## src/rtl/booth_digit_sequencer.sv

```systemverilog
// Serial controller for the radix-4 Booth recoder: issues one 2-bit slice per cycle,
// chains the recoder carry, appends a correction digit and frames the recoded digit stream.
module booth_digit_sequencer #(
  parameter int N  = 8,
  parameter int IW = $clog2(N/2+1)
) (
  input  logic          clk,
  input  logic          rst,
  input  logic          start,
  input  logic          is_signed,
  input  logic [N-1:0]  mult,
  input  logic          abort,
  output logic          ready,
  output logic          busy,
  output logic [1:0]    rc_m,
  output logic          rc_c_in,
  input  logic          rc_c_out,
  input  logic          rc_one,
  input  logic          rc_neg,
  input  logic          rc_zero,
  output logic          dig_valid,
  output logic          dig_one,
  output logic          dig_neg,
  output logic          dig_zero,
  output logic [IW-1:0] dig_idx,
  output logic          dig_last,
  output logic          done
);

  localparam int ND = N/2;
  localparam logic [IW-1:0] LAST_IDX = IW'(ND-1);

  typedef enum logic [1:0] {IDLE, ISSUE, EXTRA, DRAIN} state_t;

  state_t        state;
  logic [N-1:0]  sh;
  logic          carry;
  logic          mode_signed;
  logic [IW-1:0] cnt;
  logic          last_slice;
  logic          need_fix;

  // The final carry cf leaves the digit sum at unsigned(mult) - cf*2^N; a correction
  // digit is needed whenever that differs from the value the mode asks for.
  always_comb begin
    last_slice = (state == ISSUE) && (cnt == LAST_IDX);
    need_fix   = mode_signed ? (!rc_c_out && sh[1]) : rc_c_out;
  end

  assign rc_c_in  = carry;
  assign busy     = !ready;
  assign dig_one  = rc_one;
  assign dig_neg  = rc_neg;
  assign dig_zero = rc_zero;

  // NOTE: every register here is updated with <= so all next-state terms read the
  // values from before this edge, independent of statement order.
  always_ff @(posedge clk) begin
    if (rst) begin
      state       <= IDLE;
      ready       <= 1'b1;
      sh          <= '0;
      carry       <= 1'b0;
      mode_signed <= 1'b0;
      cnt         <= '0;
      rc_m        <= 2'b00;
      dig_valid   <= 1'b0;
      dig_idx     <= '0;
      dig_last    <= 1'b0;
      done        <= 1'b0;
    end else if (abort && state != IDLE) begin
      state     <= IDLE;
      ready     <= 1'b1;
      carry     <= 1'b0;
      rc_m      <= 2'b00;
      dig_valid <= 1'b0;
      dig_last  <= 1'b0;
      done      <= 1'b0;
    end else begin
      dig_valid <= 1'b0;
      dig_last  <= 1'b0;
      done      <= 1'b0;
      case (state)
        IDLE: begin
          if (start && !abort) begin
            sh          <= mult;
            mode_signed <= is_signed;
            carry       <= 1'b0;
            cnt         <= '0;
            rc_m        <= mult[1:0];
            ready       <= 1'b0;
            state       <= ISSUE;
          end
        end
        ISSUE: begin
          dig_valid <= 1'b1;
          dig_idx   <= cnt;
          sh        <= sh >> 2;
          cnt       <= cnt + 1'b1;
          if (last_slice) begin
            if (need_fix) begin
              // Unsigned adds +1 (m=00, c=1); signed adds -1 (m=11, c=0).
              rc_m  <= mode_signed ? 2'b11 : 2'b00;
              carry <= !mode_signed;
              state <= EXTRA;
            end else begin
              rc_m     <= 2'b00;
              carry    <= 1'b0;
              dig_last <= 1'b1;
              done     <= 1'b1;
              state    <= DRAIN;
            end
          end else begin
            rc_m  <= sh[3:2];
            carry <= rc_c_out;
          end
        end
        EXTRA: begin
          dig_valid <= 1'b1;
          dig_idx   <= cnt;
          dig_last  <= 1'b1;
          done      <= 1'b1;
          rc_m      <= 2'b00;
          carry     <= 1'b0;
          state     <= DRAIN;
        end
        DRAIN: begin
          ready <= 1'b1;
          state <= IDLE;
        end
        default: begin
          ready <= 1'b1;
          state <= IDLE;
        end
      endcase
    end
  end

endmodule

```

## config.mk

```make
export PLATFORM = sky130hd
export DESIGN_NAME = booth_digit_sequencer
export DESIGN_NICKNAME = d
export VERILOG_FILES = /design/src/rtl/booth_digit_sequencer.sv
export SDC_FILE = /design/constraint.sdc
export NUM_CORES = 1
export LEC_CHECK = 0
export CORE_MARGIN = 3
export CORE_UTILIZATION = 47
export CTS_CLUSTER_SIZE = 40
export DETAILED_ROUTE_END_ITERATION = 16
export PLACE_DENSITY = 0.76
export SLEW_MARGIN = 20
export SYNTH_ARGS = -nofsm -noshare
export SYNTH_HDL_FRONTEND = slang
export SYNTH_SLANG_ARGS = --single-unit
```

## constraint.sdc

```tcl
create_clock -name clk -period 1.9 [get_ports clk]
set_input_delay 0.38 -clock clk [delete_from_list [all_inputs] [get_ports clk]]
set_output_delay 0.38 -clock clk [all_outputs]
set_load 0.05 [all_outputs]
```

# Yosys cells after proc, flatten, opt, wreduce, memory -nomap -nowiden
# Index checks and enable logic that the tools add are counted.
# W data, S select, Z words.
[classes] n_addsub=1 multipliers=0 n_div=0 n_lt_le_gt_ge=0 eq_ne=6 n_shift=0 mux=23 bitwise_logic=1 n_reduce_logical=21
[op_table] operator="$pmux W8 S2" n=1
[op_table] operator="$mux W2" n=6
[op_table] operator="$mux W1" n=8
[op_table] operator="$mux W8" n=1
[op_table] operator="$pmux W2 S4" n=1
[op_table] operator="$reduce_and A2 Y1" n=4
[op_table] operator="$pmux W2 S3" n=1
[op_table] operator="$pmux W3 S2" n=1
[op_table] operator="$reduce_and A3 Y1" n=2
[op_table] operator="$reduce_bool A2 Y1" n=3
[op_table] operator="$eq A2 B2 Y1 const B" n=2
[op_table] operator="$logic_and A1 B1 Y1" n=4
[op_table] operator="$logic_not A1 Y1" n=4
[op_table] operator="$ne A2 B2 Y1 const B" n=2
[op_table] operator="$pmux W1 S2" n=2
[op_table] operator="$reduce_or A2 Y1" n=2
[op_table] operator="$add A3 B1 Y3 const B" n=1
[op_table] operator="$eq A3 B2 Y1 const B" n=1
[op_table] operator="$mux W3" n=1
[op_table] operator="$pmux W1 S3" n=1
[op_table] operator="$reduce_bool A3 Y1" n=1
[op_table] operator="$eq A2 B1 Y1 const B" n=1
[op_table] operator="$logic_not A2 Y1" n=1
[op_table] operator="$not A1 Y1" n=1
[word_totals] reg_bits=23 latch_bits=0 ram_bits=0 rom_bits=0 in_bits=17 wordCells=62 mem_count=0

# Depth between registers and ports, before layout
[logic_depth] word_depth=6 depth_mapped=8 ltp_nobuf=6

# Worst setup path after synthesis
# Ideal clock, no wire load.
[synth_timing] path_kind="register to register" start="reg state[0]" end="reg sh[3]" setup_time_ps=79 t_arrival_ps=1521 required_ps=1821 path_slack_ps=300 stages_incl_launch_ff=9 n_path_buf=2 synth_period_minus_slack_ps=1600 path_cell_list="dfxtp_1 > inv_1 > ha_1 > buf_6 > nand2b_4 > a21oi_4 > buf_8 > nor2_1 > a211oi_2"
[synth_via] elab_chain_cells=4 elab_cells_between_ends=9 classes_between="eq/ne (2); mux (1); bitwise (1); reduce/logical (5)"
[synth_rtl] element="start: declaration" line_no="35" rtl="state_t state;"
[synth_rtl] element="start signal: assignment" line_no="60" rtl="state <= IDLE;"
[synth_rtl] element="start signal: assignment" line_no="72" rtl="state <= IDLE;"
[synth_rtl] element="start signal: assignment" line_no="92" rtl="state <= ISSUE;"
[synth_rtl] element="parallel branches: the longest is 4 deep, another holds $reduce_and A3 Y1"
[synth_rtl] element="end signal: assignment" line_no="86" rtl="sh <= mult;"
[synth_rtl] element="end signal: assignment" line_no="98" rtl="sh <= sh >> 2;"
[synth_rtl] element="end: declaration" line_no="36" rtl="logic [N-1:0] sh;"
# Parallel ways; which one is timed is not known.
# A chain may end at the register's enable or synchronous reset.

# Final worst setup path
[layout_timing] start="reg ready" end="out ready"
[layout_lines] element="start: declaration" line_no="13" rtl="output logic ready,"
[layout_lines] element="start signal: assignment" line_no="61" rtl="ready <= 1'b1;"
[layout_lines] element="start signal: assignment" line_no="73" rtl="ready <= 1'b1;"
[layout_lines] element="start signal: assignment" line_no="91" rtl="ready <= 1'b0;"
# No word-level cell between the ends.

==> impl_results.md <==
- Crit-path max FO: 3
- Main synth FF type: dfxtp_1
- Status: completed
- Synthesized Nets: 149
- Number of diodes: 0
- Tot Pwr: 0.00108 W
- Avg WL per Cell: roughly 12 um
- CTS tree: yes
- Die Ht: around 56 um
- Via count: a little over 900
- Hold/Removal Path Class: reg -> reg
- WHS: roughly 0.46 ns
- Main combinational cell family by area after synthesis: simple AND/OR/NAND/NOR gates
- IR drop worst, VDD: ~0.52 mV
- Post-Synth Simple-Gate Area: 23.1%
- Synth top area cells: dfxtp_1, mux2i_1, ha_1
- Port buffer count: 24
- Starting Density: 51.0%
- Maxcap violations: 0
- Critical-path top delay cell: clkdlybuf4s50_1
- Asr flop ratio synth: 0%
- Final Cycle Share: 97.1%
- Final WL: 2190 um
- Clk pin slew, worst setup/hold paths: between 0.1 and 0.15 ns
- CTS sink cnt: 22
- Worst EP arrival: 1.46 ns
- Grt ovf: 0
- CP endpoint kind: output pin
- Synth cell count leaders: dfxtp_1, nor2_1, mux2i_1
- CTS root buf: clkbuf_4
- Final Instance Area: between 0.001 and 0.0015 sq mm
- Post-layout util: 63.2%
- Final #Nets: around 170
- Top delay family on crit path: buffers and inverters
- I/O Pins: 31
- Pins Over Slew Limit: 0
- # fillers: approximately 200
- Max Clk Rate: 0.542 GHz
- Synth Warn #: 0
- Launching element type of the critical path: register
- Adder-Cell Fraction of Synth Area: 6.47%
- Fin. Hold Viols: 0
- Via density: 5.17
- Vias in the first global route: 917
- Tmin final: between 1.5 and 2 ns
- Total negative slack: 0 ns
- Placed Area: 0.00141 sq mm
- Final antenna-violating net count: 0
- Synth unique cells: 29
- Worst-path cell chain: clkdlybuf4s50_1
- Kind of critical path: reg -> out
- Global-route usage over all layers: about 15%
- Initial antenna violation count: 0
- Synth Area in Compound Gates: 13.7%
- Delay of the slowest cell on the worst path: 0.81 ns
- Crit path buf inv count: 1
- Sequential cell area fraction in the yosys report: 38.0%
- Largest net degree at the start of global routing: 16
- Global-route wire length before repair: between 3000 and 4000 um
- Drt first pass iters: 4
- Area grow syn2layout: 24.1%
- Num rows: 17
- Share of layout cells above drive strength 1: a little over a tenth
- GPL Wtd Cong: 0.734
- Worst-Skew Late Latency: about 0.3 ns
- Number of remaining DRC errors: 0
- Post-synth EDFFs: 0
- CTS Buf Count: 3
- #FFs+latches synth: 22
- Syn Inst Count: 126
- Pleak: 0.583 nW
- Placeable Area: 0.00228 sq mm
- Most frequent cell after synthesis: dfxtp_1
- RSZ-0062 raised after global routing: no
- Synth top area share: ~38%
- Endpoints failing setup: 0
- Die W: around 56 um
- CTS H-tree depth: 1
- Slew headroom: roughly 64%
- Syn_area_per_cell: 9.21 sq um
- Worst Skew: approximately 0.0033 ns
- Mux cell area share after synthesis: 11.2%
- Xor-xnor portion of the synthesized cell area: 0%
- Die area: just over 0.003 sq mm
- Worst-margin pin slew: 0.539 ns
- Area leader, netlist: dfxtp_1
- Postcts setup bufs: 0
- CP required: 1.52 ns
- DPL Wire Length: 1680 um
- Power density over the cells: 752 mW/mm^2
- Synthesized cell area: 0.00116 sq mm
- Max clock buf depth: 2
- Initial DRC count: 9
==> report_power, final <==
part | total, W | switching [W] | internal (W)
sequential | 0.000516 | 0.0000213 | 0.000495
combinational | 0.000358 | 0.000202 | 0.000155
clock | 0.000209 | 0.000135 | 0.0000738
==> cells in the final DEF, fill, tap and decap left out, types with 2 or more instances in the layout <==
| master | n |
|---|---|
| dfxtp_1 | 22 |
| clkdlybuf4s50_1 | 22 |
| nor2_1 | 16 |
| mux2i_1 | 13 |
| a21oi_1 | 8 |
| nand2_1 | 7 |
| nor2b_1 | 6 |
| ha_1 | 6 |
| inv_1 | 5 |
| nand2b_1 | 5 |
| a211oi_2 | 5 |
| buf_4 | 5 |
| and3_1 | 4 |
| nand3_1 | 4 |
| nor3_1 | 3 |
| clkbuf_4 | 3 |
| nand3b_1 | 2 |
| a31oi_1 | 2 |
==> final timing paths <==
check / startpoint / end / slack (ns) / depth (start not counted)
max reg2reg: state[0]$_SDFFE_PP0P_ / rc_m[0]$_SDFFE_PP0P_ / 0.16 / 6
min reg2reg: dig_idx[2]$_SDFFE_PP0P_ / dig_idx[2]$_SDFFE_PP0P_ / 0.46 / 2
min: dig_idx[2]$_SDFFE_PP0P_ / dig_idx[2]$_SDFFE_PP0P_ / 0.46 / 2
max: ready$_SDFFE_PP1P_ / ready / 0.06 / 1
==> layer usage <==
metal | up-vias | global-route usage (%) | share of wire [%]
li1 | 470 | - | -
met1 | 428 | 17.0 | 46
met2 | 15 | 28.0 | 50
met3 | 2 | 2.55 | 3.4
met4 | 0 | 5.21 | 0.69
met5 | - | 0 | 0
==> sequential cells by signal, indices dropped and copies added (netlist names) <==
name / cells
cnt: 3
done: 1
dig_idx: 3
mode_signed: 1
state: 2
rc_m: 2
rc_c_in: 1
sh: 7
ready: 1
dig_valid: 1
==> timing repair <==
item | CTS | global route
setup endpoints to repair | 0 | 1
hold buffers | 0 | 0
gates resized for setup | 0 | 1
==> cell families (layout without fill, tap and decap cells) <==
group,count (synthesis),after routing
AO/OA/AOI/OAI,20,20
adder cells (fa/ha/maj),6,6
buffers and inverters,14,37
flip-flops,22,22
multiplexers,13,13
AND/OR/NAND/NOR,51,51
==> per-stage QoR <==
| stage | setup WS, ns | std cells |
|---|---|---|
| after floorplan | 0.300 | 126 |
| after global placement | 0.168 | 174 |
| after detailed placement | 0.0749 | 174 |
| after CTS | 0.0349 | 177 |
| after global routing | 0.00534 | 177 |
| final | 0.0559 | 177 |
==> layout make-up <==
type | count | area (sq um) | area share [%]
Tap cell | 28 | 35.0 | 2.43
Sequential cell | 22 | 440 | 30.6
Inverter | 5 | 18.8 | 1.30
Multi-Input combinational cell | 90 | 632 | 43.9
Clock buffer | 3 | 22.5 | 1.57
Timing Repair Buffer | 29 | 290 | 20.2
(Power assumes the default switching activity.)
